**src/rtl/regfile_write_arbiter.sv**
```systemverilog
// ---------------------------------------------------------------------------
// regfile_write_arbiter
//   Two-requester write arbiter feeding the single write port of a register
//   file. Collisions are resolved by a 1-bit round-robin pointer. The write
//   port (WE3/A3/WD3) is registered one cycle after the transfer edge.
//   Writes aimed at register 15 are accepted but suppressed, because r15 is
//   owned by the PC path; they raise a one-cycle err_r15 pulse instead.
//
// Ports
//   clk, rst_n            clock, asynchronous active-low reset
//   req0/addr0/data0      requester 0 write request, address, data
//   req1/addr1/data1      requester 1 write request, address, data
//   gnt0, gnt1            combinational grants (transfer when reqN & gntN)
//   WE3, A3, WD3          registered register-file write port
//   err_r15               one-cycle pulse: accepted write targeted r15
//   wr_cnt                saturating count of committed writes
//   coll_cnt              saturating count of cycles with both requests high
// ---------------------------------------------------------------------------
module regfile_write_arbiter #(
  parameter int DATA_W = 32,
  parameter int ADDR_W = 4,
  parameter int CNT_W  = 16
) (
  input  logic              clk,
  input  logic              rst_n,
  input  logic              req0,
  input  logic [ADDR_W-1:0] addr0,
  input  logic [DATA_W-1:0] data0,
  input  logic              req1,
  input  logic [ADDR_W-1:0] addr1,
  input  logic [DATA_W-1:0] data1,
  output logic              gnt0,
  output logic              gnt1,
  output logic              WE3,
  output logic [ADDR_W-1:0] A3,
  output logic [DATA_W-1:0] WD3,
  output logic              err_r15,
  output logic [CNT_W-1:0]  wr_cnt,
  output logic [CNT_W-1:0]  coll_cnt
);

  localparam logic [ADDR_W-1:0] PC_ADDR = ADDR_W'(15);

  // Saturating increment: holds at all-ones instead of wrapping.
  function automatic logic [CNT_W-1:0] sat_inc(input logic [CNT_W-1:0] v);
    if (v == {CNT_W{1'b1}}) begin
      return v;
    end else begin
      return v + {{(CNT_W-1){1'b0}}, 1'b1};
    end
  endfunction

  logic              r_ptr;
  logic              r_we;
  logic [ADDR_W-1:0] r_a3;
  logic [DATA_W-1:0] r_wd3;
  logic              r_err;
  logic [CNT_W-1:0]  r_wr_cnt;
  logic [CNT_W-1:0]  r_coll_cnt;

  logic              w_gnt0;
  logic              w_gnt1;
  logic              w_xfer;
  logic [ADDR_W-1:0] w_addr;
  logic [DATA_W-1:0] w_data;
  logic              w_to_r15;
  logic              w_we_next;
  logic              w_coll;

  // Grant generation; grants are masked while reset is asserted so that no
  // transfer can be acknowledged during reset.
  always_comb begin
    w_gnt0 = 1'b0;
    w_gnt1 = 1'b0;
    if (!rst_n) begin
      w_gnt0 = 1'b0;
      w_gnt1 = 1'b0;
    end else if (req0 && req1) begin
      w_gnt0 = ~r_ptr;
      w_gnt1 = r_ptr;
    end else begin
      w_gnt0 = req0;
      w_gnt1 = req1;
    end
  end

  // Winner selection and write qualification (r15 writes are dropped).
  always_comb begin
    w_xfer = w_gnt0 | w_gnt1;
    w_addr = addr0;
    w_data = data0;
    if (w_gnt1) begin
      w_addr = addr1;
      w_data = data1;
    end else begin
      w_addr = addr0;
      w_data = data0;
    end
    w_to_r15  = w_xfer && (w_addr == PC_ADDR);
    w_we_next = w_xfer && (w_addr != PC_ADDR);
    w_coll    = req0 && req1;
  end

  // Priority pointer: after a transfer it points at the requester that lost.
  always_ff @(posedge clk or negedge rst_n) begin
    if (!rst_n) begin
      r_ptr <= 1'b0;
    end else if (w_xfer) begin
      r_ptr <= w_gnt0;
    end else begin
      r_ptr <= r_ptr;
    end
  end

  // Registered write port; address/data hold when no transfer occurs.
  always_ff @(posedge clk or negedge rst_n) begin
    if (!rst_n) begin
      r_we  <= 1'b0;
      r_err <= 1'b0;
      r_a3  <= {ADDR_W{1'b0}};
      r_wd3 <= {DATA_W{1'b0}};
    end else begin
      r_we  <= w_we_next;
      r_err <= w_to_r15;
      if (w_xfer) begin
        r_a3  <= w_addr;
        r_wd3 <= w_data;
      end else begin
        r_a3  <= r_a3;
        r_wd3 <= r_wd3;
      end
    end
  end

  // Statistics counters, both saturating.
  always_ff @(posedge clk or negedge rst_n) begin
    if (!rst_n) begin
      r_wr_cnt   <= {CNT_W{1'b0}};
      r_coll_cnt <= {CNT_W{1'b0}};
    end else begin
      if (w_we_next) begin
        r_wr_cnt <= sat_inc(r_wr_cnt);
      end else begin
        r_wr_cnt <= r_wr_cnt;
      end
      if (w_coll) begin
        r_coll_cnt <= sat_inc(r_coll_cnt);
      end else begin
        r_coll_cnt <= r_coll_cnt;
      end
    end
  end

  assign gnt0     = w_gnt0;
  assign gnt1     = w_gnt1;
  assign WE3      = r_we;
  assign A3       = r_a3;
  assign WD3      = r_wd3;
  assign err_r15  = r_err;
  assign wr_cnt   = r_wr_cnt;
  assign coll_cnt = r_coll_cnt;

endmodule

```
**config.mk**
```make
export PLATFORM = sky130hd
export DESIGN_NAME = regfile_write_arbiter
export DESIGN_NICKNAME = d
export VERILOG_FILES = /design/src/rtl/regfile_write_arbiter.sv
export SDC_FILE = /design/constraint.sdc
export NUM_CORES = 1
export LEC_CHECK = 0
export ABC_AREA = 0
export BUFFER_PORTS_ARGS = -buffer_cell sky130_fd_sc_hd__buf_2
export CAP_MARGIN = 20
export CORE_MARGIN = 5
export CORE_UTILIZATION = 43
export DETAILED_ROUTE_END_ITERATION = 10
export PLACE_DENSITY = 0.89
export SYNTH_ARGS = -nofsm -noshare
export SYNTH_HDL_FRONTEND = slang
export SYNTH_SLANG_ARGS = --single-unit
```
**constraint.sdc**
```tcl
create_clock -name clk -period 1.71 [get_ports clk]
set_clock_uncertainty 0.1 [all_clocks]
set_input_delay 0.2565 -clock clk [delete_from_list [all_inputs] [get_ports clk]]
set_output_delay 0.2565 -clock clk [all_outputs]
set_load 0.03 [all_outputs]
```
; ---- Yosys cells after proc, flatten, opt, wreduce, memory -nomap -nowiden
; Cells that the tools add are included.
[totals]
ff_bits = 71
out_inout_bits = 72
elab_cells = 28
[classes]
addsub = 2
n_eq_ne = 4
n_mux = 6
bitwise = 4
n_reduce_logical = 5
[op_table]
columns = operator, n
row1 = $add 16x1->16 const B, 2
row2 = $eq 16x16->1 const B, 2
row3 = $mux 32, 1
row4 = $eq 4x4->1 const B, 1
row5 = $mux 1, 4
row6 = $mux 4, 1
row7 = $ne 4x4->1 const B, 1
row8 = $reduce_and 2->1, 2
row9 = $logic_and 1x1->1, 3
row10 = $not 1->1, 3
row11 = $or 1x1->1, 1

; ---- Depth between registers and ports, before layout
[depth]
depth_word = 7
depth_mapped = 7
mapped_depth_nobuf = 6

; ---- Worst setup path after synthesis
; OpenSTA, ideal clock, no wires.
[synth_timing]
path_type = reg2reg
startpoint = reg r_wr_cnt[0], in the netlist wr_cnt[0]
endpoint = reg r_wr_cnt[1], in the netlist wr_cnt[1]
arrival_time_ns = 1.845
path_slack_ns = -0.362
stages_incl_launch_ff = 6
path_buffers = 0
synth_period_minus_slack_ns = 2.072
cell_sequence = dfrtp_1 ha_1 nand3_1 nor4_4 nor2_1 mux2_1
[synth_via]
elab_chain_cells = 3
word_cells_on_any_way = 4
cone_classes = add/sub (1) / eq/ne (1) / bitwise (1) / reduce/logical (1)
[synth_lines]
columns = element, line
row1 = start: declaration, 58  ; logic [CNT_W-1:0] r_wr_cnt;
row2 = start signal: assignment, 138  ; r_wr_cnt <= {CNT_W{1'b0}};
row3 = start signal: assignment, 142  ; r_wr_cnt <= sat_inc(r_wr_cnt);
row4 = start signal: assignment, 144  ; r_wr_cnt <= r_wr_cnt;
row5 = "parallel branches: the longest is 3 deep, another holds $add 16x1->16", --
; Several ways; the timed one is not identified.
; A chain may end at the register's enable or synchronous reset.

; ---- Worst setup path in the final report
[layout_timing]
startpoint = reg r_ptr
endpoint = reg r_wr_cnt[7], in the netlist wr_cnt[7]
[layout_via]
elab_chain_cells = 6
word_cells_on_any_way = 10
cone_classes = eq/ne (1) / mux (5) / bitwise (2) / reduce/logical (2)
[layout_lines]
columns = element, line
row1 = start: declaration, 53  ; logic r_ptr;
row2 = start signal: assignment, 109  ; r_ptr <= w_gnt0;
row3 = start signal: assignment, 111  ; r_ptr <= r_ptr;
row4 = $mux 1 or $not 1->1 (tied branches), "78, 79"
row5 = $mux 1 (on tied branches), "75, 78"
row6 = $mux 4 or $mux 1 (tied branches), "92, 75"
row7 = $ne 4x4->1 or $or 1x1->1 (tied branches), "100, 89"
row8 = $logic_and 1x1->1 (*), 100  ; w_we_next = w_xfer && (w_addr != PC_ADDR);
row9 = $reduce_and 2->1 (no source line) (*), --
; Every way passes the cells marked *; elsewhere a longest branch is shown, timed or not.

==> results <==
- The run finished, with violations left.
- The checks that failed: negative hold slack, negative setup slack.
- The data required time at the worst endpoint is 1830 ps.
- The critical path data arrival time is 1990 ps.
- The power density over the cells is 1080 nW/um^2.
- Measured on the finished design, the core utilization comes to 0.664.
- The core region is 7610 sq um.
- Clock-pin slew was measured on the worst setup and hold paths at 90 ps.
- The number of CTS-inserted buffers is 9.
- The number of register bits inferred by synthesis is 71.
- After layout, the worst setup slack is -160 ps.
- The worst-path maximum fanout is 3.
- Across the VDD grid, the largest voltage drop is 0.911 mV.
- In this run the tightest slew margin relative to its limit is 0.564.
- The peak per-stage delay on the critical path is 520 ps.
- The total power after layout is 5.45 mW.
- The quantity of I/O buffers inserted on ports is 147.
- The count of endpoints failing hold in the final timing report is 37.
- The die area is 9540 sq um.
- The net count after synthesis is 394.
- The start-to-end type of the worst setup path is flip-flop to flip-flop.
- Entering global routing, the biggest net connects 75 pins.
- The mapped netlist covers 3310 sq um.
- Static timing analysis puts the maximum clock frequency at 535 MHz.
- The die outline width is 97.7 um.
- The global-route total usage across every layer is 0.191.
- Across the run, the number of max-cap violations was 0.
- The first detailed-routing pass took 4 iterations.
- The gate count of the mapped netlist is 316.
- By area the synthesized netlist is led by sky130_fd_sc_hd__dfrtp_1, sky130_fd_sc_hd__mux2i_1, sky130_fd_sc_hd__nand2_1, sky130_fd_sc_hd__o21ai_1, sky130_fd_sc_hd__xor2_1.
- 148 I/O pins were placed.
- The final total negative setup slack is -847 ps.
- Yosys printed 0 warnings.
- The final weighted congestion in routability-driven placement is 0.838.
- Traced cell by cell, the critical path runs through nor2b_2 -> or2_4 -> a211o_1 -> or4_4 -> xnor2_1.
- The worst-case hold slack is -72.9 ps.
- The clock net in this run drives a total of 71 sinks.
- The post-layout minimum cycle time is 1870 ps.
- After detailed routing, the average wire length per cell comes to 15.4 um.
- For this block, the initial DRC count from the detailed router was 63.
- Summing all non-filler instances in the final layout gives an area of 5050 sq um.
- The share of synthesized area in the top cell type comes to 0.537.
- The post-detailed-route via-to-cell ratio is 4.99.
- The final-report max-slew violation count is 0.
- Setup violations remaining at the end of the flow were counted as 14.
- The most common cell after layout, fill and taps aside is sky130_fd_sc_hd__buf_2.
- Leaving out fill and tap cells, the most frequent cells in the layout are sky130_fd_sc_hd__buf_2, sky130_fd_sc_hd__nand2_1, sky130_fd_sc_hd__buf_4.
- The part of the Yosys area used for sequential elements is 0.537.
- The number of global-route vias before repair is 3217.
- The initial antenna violation count came to 0.
- The fraction of final layout cells with drive strength greater than 1 is 0.553.
- The total length of routed wires is 9.50 mm.
- Summed over all cells, the static leakage comes to 2.63 nW.
- The CTS tree is done.
- Summing all placed instances gives a cell area of 4550 sq um.
- In this run the number of H-tree levels came out at 3.
- The leftover overflow at the end of global routing is 0.
- In this run the mean area of a mapped cell was 10.5 sq um.
- For this design, the slowest cell found on the critical path is sky130_fd_sc_hd__or4_4.
- The number of routed nets with antenna violations is 0.
- After detailed routing, the number of remaining DRC violations is 0.
- The area growth from synthesis to layout is 52.9%.
- Clock latency on the worst-skew pair, taken at its later pin, is 330 ps.
- In the final design database the tool counted 587 nets.
- The number of placement rows is 32.
- The count of unique library cells instantiated by Yosys is 35.
- The wire-length estimate of the detail-placed layout is 6.85 mm.
- Of all cell types, the one taking the most synthesized area is sky130_fd_sc_hd__dfrtp_1.
- The worst setup path startpoint is r_ptr.
- The worst register-to-register path begins at r_ptr.
- Setup repair after global routing could not meet its margin everywhere.
- The via count is 3073.
- The clock root buffer is sky130_fd_sc_hd__clkbuf_8.
- The initial utilization of the core area, before any placement, comes to 0.435.
- The first-pass GRT wire length is 15.1 mm.
- The worst hold path belongs to the class input pin to async pin.
- The kind of end point of the critical path is a flip-flop.
- At the pin with the least slew margin, the transition time is 655 ps.
- The sort of element at the start of the critical path is a flip-flop.
- The post-route fraction of the period consumed by the critical path is 1.09.
- The clock passes through at most 2 buffers.
- The overall die height is 97.7 um.
- The number of antenna cells inserted is 0.
[final timing paths]
| path | end | slack, ps | depth (start not counted) |
|---|---|---|---|
| worst max-delay path | wr_cnt[7] | -160 | 5 |
| worst min-delay path | wr_cnt[1] | -70 | 3 |
| worst max register to register | wr_cnt[7] | -160 | 5 |
| worst min register to register | WD3[31] | 390 | 2 |
| max in group asynchronous | coll_cnt[7] | 1150 | 3 |
| min in group clk | WD3[21] | 100 | 3 |
[layer usage]
| metal | up-vias | GRT usage | wire length, um |
|---|---|---|---|
| met2 | 102 | 0.342 | 5120 |
| met4 | 0 | 0.0532 | 86 |
| met5 | - | 0 | 0 |
| met1 | 1457 | 0.226 | 3750 |
| li1 | 1504 | - | - |
| met3 | 10 | 0.0488 | 549 |
[flip-flops by register name, indices dropped and copies added (netlist names)]
register  flops
WD3          32
coll_cnt     16
wr_cnt       16
A3            4
WE3           1
err_r15       1
r_ptr         1
[synth_stat cells (all sizes together)]
cell type  instances
nor2b              2
o21a               1
nand2b             2
nor4               6
mux2i             36
ha                 2
a21o               1
nand4             12
or2                2
nor2              12
and3               1
nor3b              2
a21oi              3
or3                2
a31oi              5
mux2               4
xor2              13
nand4b             1
buf                5
dfrtp             71
nand3             14
o21ai             37
a41oi              1
inv                5
or4                1
xnor2             11
a211o              1
clkbuf             8
nor3               7
nand2             48
[cell type report]
cell class                 instances  area [sq um]
clock inverter                     7          72.6
fill                             596          2550
clock buffer                       9           124
multi-input combinational        227          1730
tap                              102           128
inverter                           5          23.8
timing repair buffer             195          1160
sequential                        71          1810
[per-stage QoR]
stage               instances  worst slack [ps]
CTS                       607              -168
global route              616              -257
finish                    616              -160
detailed placement        591              -277
floorplan                 316             -47.3
global placement          591              -244
[cell families (layout without fill, tap and decap cells)]
group / after synthesis / after routing / share of synthesized area
DFF: 71 / 71 / 0.537
AOI/OAI and AO/OA: 49 / 49 / 0.0798
adders and majority gates: 2 / 2 / 0.00757
buffers and inverters: 18 / 216 / 0.0223
and+or+nand+nor: 112 / 112 / 0.167
xor gates and xnor gates: 24 / 24 / 0.0636
muxes: 40 / 40 / 0.123
[worst max-delay path, delay by kind of cell (launching register included)]
| kind | cells | cell delay [ps] |
|---|---|---|
| flip-flops | 1 | 380 |
| XOR/XNOR | 1 | 130 |
| AO/OA/AOI/OAI | 1 | 310 |
| AND/OR/NAND/NOR | 3 | 830 |
[timing repair]
item,in CTS,in global routing
setup buffers,0,9
pin swaps,9,6
endpoints found under the setup margin,38,45
gates resized for setup,27,25
endpoints found under the hold margin,37,37
gates cloned,0,1
[power by group]
| part | leakage, nW | total, mW | switching [mW] | internal (mW) |
|---|---|---|---|---|
| registers | 0.851 | 2.25 | 0.277 | 1.97 |
| logic | 1.68 | 1.87 | 1.15 | 0.721 |
| clock network | 0.0956 | 1.33 | 0.655 | 0.677 |
| total | 2.63 | 5.45 | 2.08 | 3.37 |
Power figures use the tool's default switching activity.
